$ cat src/rtl/daq_pkg_scheduler_if.sv
// Pixel-stream and FIFO-write bundle between the line buffer, the package
// scheduler and the async FIFO write port.
interface daq_pkg_scheduler_if #(
  parameter int DATA_W = 8,
  parameter int ADDR_W = 14
);
  logic              pix_valid;
  logic              pix_ready;
  logic [DATA_W-1:0] pix_data;
  logic              pix_sof;
  logic [ADDR_W:0]   fifo_level;
  logic              fifo_full;
  logic              wr_en;
  logic [DATA_W-1:0] din;

  modport slave (
    input  pix_valid, pix_data, pix_sof, fifo_level, fifo_full,
    output pix_ready, wr_en, din
  );

  modport master (
    output pix_valid, pix_data, pix_sof, fifo_level, fifo_full,
    input  pix_ready, wr_en, din
  );
endinterface

$ cat src/rtl/daq_pkg_scheduler.sv
// Write-side package framer for the DAQ_SPI FIFO: admits whole packages only,
// prefixes a 4-byte header, drops packages on low space and pads frame-truncated ones.
module daq_pkg_scheduler #(
  parameter int DATA_W      = 8,
  parameter int ADDR_W      = 14,
  parameter int PKG_PAYLOAD = 4096
) (
  input  logic               wr_clk,
  input  logic               rst_n,
  input  logic               en,
  daq_pkg_scheduler_if.slave bus,
  output logic               pkg_ready,
  output logic [7:0]         frame_cnt,
  output logic [15:0]        drop_cnt,
  output logic               sof_err,
  output logic               ovf_err,
  output logic               busy
);

  localparam int CNT_W = $clog2(PKG_PAYLOAD + 1);
  localparam logic [CNT_W-1:0] LAST_BEAT = CNT_W'(PKG_PAYLOAD - 1);
  localparam logic signed [ADDR_W+1:0] CAPACITY = (ADDR_W+2)'(2 ** ADDR_W);
  localparam logic signed [ADDR_W+1:0] PKG_WORDS = (ADDR_W+2)'(PKG_PAYLOAD + 4);

  typedef enum logic [2:0] {
    S_IDLE,
    S_HDR,
    S_PAYLOAD,
    S_PAD,
    S_DROP,
    S_DONE
  } state_t;

  state_t            r_state;
  logic [1:0]        r_hdr_cnt;
  logic [CNT_W-1:0]  r_beat_cnt;
  logic [7:0]        r_pkg_idx;
  logic [7:0]        r_frame_cnt;
  logic [15:0]       r_drop_cnt;
  logic              r_wr_en;
  logic [DATA_W-1:0] r_din;
  logic              r_pkg_ready;
  logic              r_sof_err;
  logic              r_ovf_err;

  logic signed [ADDR_W+1:0] w_free;
  logic                     w_space_ok;
  logic                     w_sof_hold;
  logic                     w_pix_ready;
  logic                     w_accept;
  logic                     w_cut;

  function automatic logic [15:0] sat_inc16(input logic [15:0] val);
    return (val == 16'hFFFF) ? val : val + 16'd1;
  endfunction

  function automatic logic [DATA_W-1:0] hdr_byte(input logic [1:0] sel,
                                                 input logic [7:0] frame,
                                                 input logic [7:0] idx);
    case (sel)
      2'd0:    return DATA_W'(8'hA5);
      2'd1:    return DATA_W'(8'h5A);
      2'd2:    return DATA_W'(frame);
      default: return DATA_W'(idx);
    endcase
  endfunction

  // Signed so an over-reported level reads as no room rather than wrapping to a huge free count.
  assign w_free     = CAPACITY - $signed({1'b0, bus.fifo_level});
  assign w_space_ok = (w_free >= PKG_WORDS);

  // A new-frame beat in the middle of a package is held back to start the next package.
  assign w_sof_hold = bus.pix_sof && (r_beat_cnt != '0);

  always_comb begin
    w_pix_ready = 1'b0;
    if (r_state == S_PAYLOAD || r_state == S_DROP)
      w_pix_ready = !w_sof_hold;
  end

  assign w_accept = bus.pix_valid && w_pix_ready;
  assign w_cut    = bus.pix_valid && w_sof_hold;

  always_ff @(posedge wr_clk or negedge rst_n) begin
    if (!rst_n) begin
      r_state     <= S_IDLE;
      r_hdr_cnt   <= 2'd0;
      r_beat_cnt  <= '0;
      r_pkg_idx   <= 8'd0;
      r_frame_cnt <= 8'd0;
      r_drop_cnt  <= 16'd0;
      r_wr_en     <= 1'b0;
      r_din       <= '0;
      r_pkg_ready <= 1'b0;
      r_sof_err   <= 1'b0;
      r_ovf_err   <= 1'b0;
    end else begin
      r_wr_en     <= 1'b0;
      r_pkg_ready <= 1'b0;
      if (r_wr_en && bus.fifo_full)
        r_ovf_err <= 1'b1;

      case (r_state)
        S_IDLE: begin
          if (en && bus.pix_valid) begin
            if (bus.pix_sof) begin
              r_frame_cnt <= r_frame_cnt + 8'd1;
              r_pkg_idx   <= 8'd0;
            end
            r_hdr_cnt  <= 2'd0;
            r_beat_cnt <= '0;
            r_state    <= w_space_ok ? S_HDR : S_DROP;
          end
        end

        S_HDR: begin
          r_wr_en   <= 1'b1;
          r_din     <= hdr_byte(r_hdr_cnt, r_frame_cnt, r_pkg_idx);
          r_hdr_cnt <= r_hdr_cnt + 2'd1;
          if (r_hdr_cnt == 2'd3) begin
            r_beat_cnt <= '0;
            r_state    <= S_PAYLOAD;
          end
        end

        S_PAYLOAD: begin
          if (w_cut) begin
            r_sof_err <= 1'b1;
            r_state   <= S_PAD;
          end else if (w_accept) begin
            r_wr_en    <= 1'b1;
            r_din      <= bus.pix_data;
            r_beat_cnt <= r_beat_cnt + CNT_W'(1);
            if (r_beat_cnt == LAST_BEAT)
              r_state <= S_DONE;
          end
        end

        S_PAD: begin
          r_wr_en    <= 1'b1;
          r_din      <= '0;
          r_beat_cnt <= r_beat_cnt + CNT_W'(1);
          if (r_beat_cnt == LAST_BEAT)
            r_state <= S_DONE;
        end

        S_DROP: begin
          if (w_cut || (w_accept && r_beat_cnt == LAST_BEAT)) begin
            r_drop_cnt <= sat_inc16(r_drop_cnt);
            r_pkg_idx  <= r_pkg_idx + 8'd1;
            r_state    <= S_IDLE;
          end else if (w_accept) begin
            r_beat_cnt <= r_beat_cnt + CNT_W'(1);
          end
        end

        S_DONE: begin
          r_pkg_ready <= 1'b1;
          r_pkg_idx   <= r_pkg_idx + 8'd1;
          r_state     <= S_IDLE;
        end

        default: r_state <= S_IDLE;
      endcase
    end
  end

  assign bus.pix_ready = w_pix_ready;
  assign bus.wr_en     = r_wr_en;
  assign bus.din       = r_din;
  assign pkg_ready     = r_pkg_ready;
  assign frame_cnt     = r_frame_cnt;
  assign drop_cnt      = r_drop_cnt;
  assign sof_err       = r_sof_err;
  assign ovf_err       = r_ovf_err;
  assign busy          = (r_state != S_IDLE);

endmodule

$ cat src/flat_wrapper.sv
// flat-port wrapper written by rule: the top's interface ports become plain ports
module daq_pkg_scheduler_flat 
#(
  parameter int DATA_W      = 8,
  parameter int ADDR_W      = 14,
  parameter int PKG_PAYLOAD = 4096
)
  (wr_clk, rst_n, en, pkg_ready, frame_cnt, drop_cnt, sof_err, ovf_err, busy, bus_pix_valid, bus_pix_data, bus_pix_sof, bus_fifo_level, bus_fifo_full, bus_pix_ready, bus_wr_en, bus_din);
  daq_pkg_scheduler_if #(.DATA_W(DATA_W), .ADDR_W(ADDR_W)) bus_i ();
  input  logic wr_clk;
  input  logic rst_n;
  input  logic en;
  output logic pkg_ready;
  output logic [7:0] frame_cnt;
  output logic [15:0] drop_cnt;
  output logic sof_err;
  output logic ovf_err;
  output logic busy;
  input wire logic [$bits(bus_i.pix_valid)-1:0] bus_pix_valid;
  input wire logic [$bits(bus_i.pix_data)-1:0] bus_pix_data;
  input wire logic [$bits(bus_i.pix_sof)-1:0] bus_pix_sof;
  input wire logic [$bits(bus_i.fifo_level)-1:0] bus_fifo_level;
  input wire logic [$bits(bus_i.fifo_full)-1:0] bus_fifo_full;
  output wire logic [$bits(bus_i.pix_ready)-1:0] bus_pix_ready;
  output wire logic [$bits(bus_i.wr_en)-1:0] bus_wr_en;
  output wire logic [$bits(bus_i.din)-1:0] bus_din;
  assign bus_i.pix_valid = bus_pix_valid;
  assign bus_i.pix_data = bus_pix_data;
  assign bus_i.pix_sof = bus_pix_sof;
  assign bus_i.fifo_level = bus_fifo_level;
  assign bus_i.fifo_full = bus_fifo_full;
  assign bus_pix_ready = bus_i.pix_ready;
  assign bus_wr_en = bus_i.wr_en;
  assign bus_din = bus_i.din;
  daq_pkg_scheduler #(.DATA_W(DATA_W), .ADDR_W(ADDR_W), .PKG_PAYLOAD(PKG_PAYLOAD)) u_core (.wr_clk(wr_clk), .rst_n(rst_n), .en(en), .bus(bus_i), .pkg_ready(pkg_ready), .frame_cnt(frame_cnt), .drop_cnt(drop_cnt), .sof_err(sof_err), .ovf_err(ovf_err), .busy(busy));
endmodule
$ cat config.mk
export PLATFORM = sky130hd
export DESIGN_NAME = daq_pkg_scheduler_flat
export DESIGN_NICKNAME = d
export VERILOG_FILES = /design/src/rtl/daq_pkg_scheduler_if.sv /design/src/rtl/daq_pkg_scheduler.sv /design/src/flat_wrapper.sv
export SDC_FILE = /design/constraint.sdc
export NUM_CORES = 1
export LEC_CHECK = 0
export ABC_AREA = 1
export BUFFER_PORTS_ARGS = -buffer_cell sky130_fd_sc_hd__buf_4
export CORE_UTILIZATION = 40
export CTS_CLUSTER_SIZE = 8
export DETAILED_ROUTE_END_ITERATION = 12
export SYNTH_ARGS = -nofsm -noshare
export SYNTH_HDL_FRONTEND = slang
export SYNTH_SLANG_ARGS = --single-unit
export TNS_END_PERCENT = 30
$ cat constraint.sdc
create_clock -name wr_clk -period 3.45 [get_ports wr_clk]
set_input_delay 0.69 -clock wr_clk [delete_from_list [all_inputs] [get_ports wr_clk]]
set_output_delay 0.69 -clock wr_clk [all_outputs]
set_load 0.01 [all_outputs]
==> out/metrics.cfg <==
[setup_path]
reg2regPathDepth=9
cp-end-kind=output port
cp-start-kind=register
cp_slowest_stage_delay_ns=0.46
timing.rr.end=u_core.drop_cnt[0]
worstPathRequired_ns=2.76
worstPathArrival_ns=1.88
cp_cell_sequence=nor2_1, nand2_1, nand2_1, a21boi_0, buf_4
crit_top_cell=nand2_1
crit_fanout=7
crit_buf_inv=1
critPathTopFamily=simple AND/OR/NAND/NOR gates
worstReg2RegStart=u_core.r_beat_cnt[1]
path_class=reg2out
crit_path_top_delay_cell=dfrtp_1
regToRegSetupSlack_ns=1.13

[detailed_routing]
drt-initial-drc-count=175
top_layer=met4
antenna_left=0
wl_microns=9350
post-route-drc-count=0
wl_met2_microns=4550
drtPass1Iterations=4
num_vias=3632
wl_per_cell_microns=12.8
viasPerCell=4.97
wl_met1_microns=4280
wl_met3_microns=434

[finish]
nNetsFinal=638
multi_input_area_sq_mm=0.00207
num_antenna_cells=0
synthToLayoutAreaGrowth_pct=19.4
fill_cells=969
layout-drive-gt1-share_pct=17.3
final_area_sq_mm=0.00469
seq_area_sq_mm=0.00155
final_cells=731

[sta]
worstMarginPinSlew_ns=0.778
finalSetupTns_ns=0
rsz0062_at_grt=no
finalHoldViolCount=0
final_max_slew_viol_count=0
layout_setup_ws_ns=0.883
fin_worst_skew_ns=0.0127
fmax_ghz=0.390
finalCriticalPeriod_ns=2.57
slew_headroom_pct=48.1
finalSetupViolations=0
fin_crit_sh_pct=74.4

[clock_tree]
cts_buffers=9
cts_max_level=3
cts_buffer_depth=2
holdBufCountCts=0
cts_setup_buffers=0
cts_resized=0
cts_tree=built
root_buffer=clkbuf_8
clk_latency_ns=0.33
clk_pin_slew_ns=0.07
cts_num_sinks=62

[die]
design.core.area_sq_mm=0.00937
ioPinCount=67
die_h_microns=101
die_x_microns=101
num_rows=35
start_util_pct=41.9
dieArea_sq_mm=0.0102

[yosys]
syn_inst=533
yosysUniqueCellTypes=40
ys.flop_type=dfrtp_1
async_flop_share_pct=100
synth_edf_count=0
yosys_warnings=0
synth-seq-area-share_pct=39.5
synth_fp_nets=571
syn_area_sq_mm=0.00393
ys_seq_elements=62
syn_area_per_cell_sq_um=7.37

[global_routing]
grt_overflow=0
grt_pass1_wl_microns=15900
grtUsageTotal_pct=19.6
grt_max_degree=63
grt_pass1_vias=3576
antenna_found_initial=0

[place]
gp_congestion=0.965
place_ws_ns=1.16
postPlaceCellArea_sq_mm=0.00452
hpwl_microns=6930
portBuffers=66
place_inst=718

[power]
leakagePower_nw=2.23
powerDensity_mw_per_mm2=598
finalPower_w=0.00280
irDropWorstVdd_v=0.000340

[status]
status=complete, no violations

[flow_run]
maxCapViolations=0

[worst_hold_path]
hold_path_class=in2async

[worst max path at each step]
stage,endpoint,from,depth (start not counted)
after floorplan,bus_pix_ready,u_core.r_state[2],5
after global placement,u_core.drop_cnt[0],u_core.r_beat_cnt[1],9
after detailed placement,u_core.drop_cnt[0],u_core.r_beat_cnt[1],9
after CTS,bus_pix_ready,u_core.r_state[2],5
after global routing,bus_pix_ready,u_core.r_state[2],5
final,bus_pix_ready,u_core.r_state[2],5
[metrics by stage]
step	utilization, %	hold WS, ns
final	50.1	0.428
after global placement	48.2	0.441
after detailed placement	48.2	0.454
after global routing	50.1	0.490
after floorplan	-	0.394
after CTS	50.1	0.457
[layout by cell type (no fill, tap or decap), types with 8 or more instances in the layout]
master,instances
a21oi_1,12
o21ai_1,11
nor3_1,8
nand2_1,151
nor2_1,50
buf_4,66
nand4_1,11
xnor2_1,8
dfrtp_1,62
inv_1,57
clkbuf_8,9
nand3_1,54
xor2_1,18
o21ai_0,19
ha_1,9
[per-layer routing]
layer | track usage [%] | vias to the layer above
li1 | - | 1866
met1 | 24.8 | 1675
met2 | 33.6 | 81
met3 | 3.95 | 10
met4 | 6.02 | 0
met5 | 0 | -
[area by class of cell]
class / instances / share of cell area, %
Clock buffer: 9 / 2.64
Clock inverter: 4 / 1.09
Sequential cell: 62 / 33.1
Inverter: 63 / 5.07
Tap cell: 129 / 3.44
Multi-Input combinational cell: 398 / 44.1
Timing Repair Buffer: 66 / 10.6
[synth_stat cells, types with 2 or more instances]
cell type | n | area share (%)
nand2_1 | 151 | 14
dfrtp_1 | 62 | 40
inv_1 | 57 | 5.4
nand3_1 | 54 | 6.9
nor2_1 | 50 | 4.8
o21ai_0 | 19 | 2.4
xor2_1 | 18 | 4.0
a21oi_1 | 12 | 1.5
nand4_1 | 11 | 1.8
o21ai_1 | 11 | 1.4
ha_1 | 9 | 2.9
nor3_1 | 8 | 1.0
xnor2_1 | 8 | 1.8
nand3b_1 | 5 | 0.96
or2_2 | 5 | 0.80
a32oi_1 | 4 | 0.89
buf_4 | 4 | 0.76
inv_2 | 4 | 0.38
nor4_1 | 4 | 0.64
o211ai_1 | 4 | 0.76
a31oi_1 | 3 | 0.48
clkbuf_1 | 3 | 0.29
nand2_2 | 3 | 0.48
nand2_4 | 3 | 0.86
nor2_2 | 3 | 0.48
a21boi_0 | 2 | 0.38
buf_6 | 2 | 0.57
o31ai_1 | 2 | 0.38
[where the power goes]
part	internal [W]	switching (W)
sequential	0.000880	0.000147
clock	0.000321	0.000280
combinational	0.000433	0.000744
total	0.00163	0.00117
[sequential cells by signal (all words and copies together) (netlist names)]
name,cells
u_core.r_hdr_cnt,2
u_core.r_beat_cnt,13
u_core.r_pkg_idx,8
u_core.pkg_ready,1
u_core.bus.din,8
u_core.drop_cnt,16
u_core.ovf_err,1
u_core.r_state,3
u_core.frame_cnt,8
u_core.sof_err,1
u_core.bus.wr_en,1
[kinds of logic (layout without fill, tap and decap cells)]
kind of cell / count (synthesis) / after routing / share of synthesized area, %
xor+xnor: 26 / 26 / 5.80
fa+ha+maj: 9 / 9 / 2.87
simple gates: 302 / 302 / 34.8
buf+inv: 73 / 142 / 7.80
flops: 62 / 62 / 39.5
compound gates: 61 / 61 / 9.27
(Power assumes the default switching activity.)
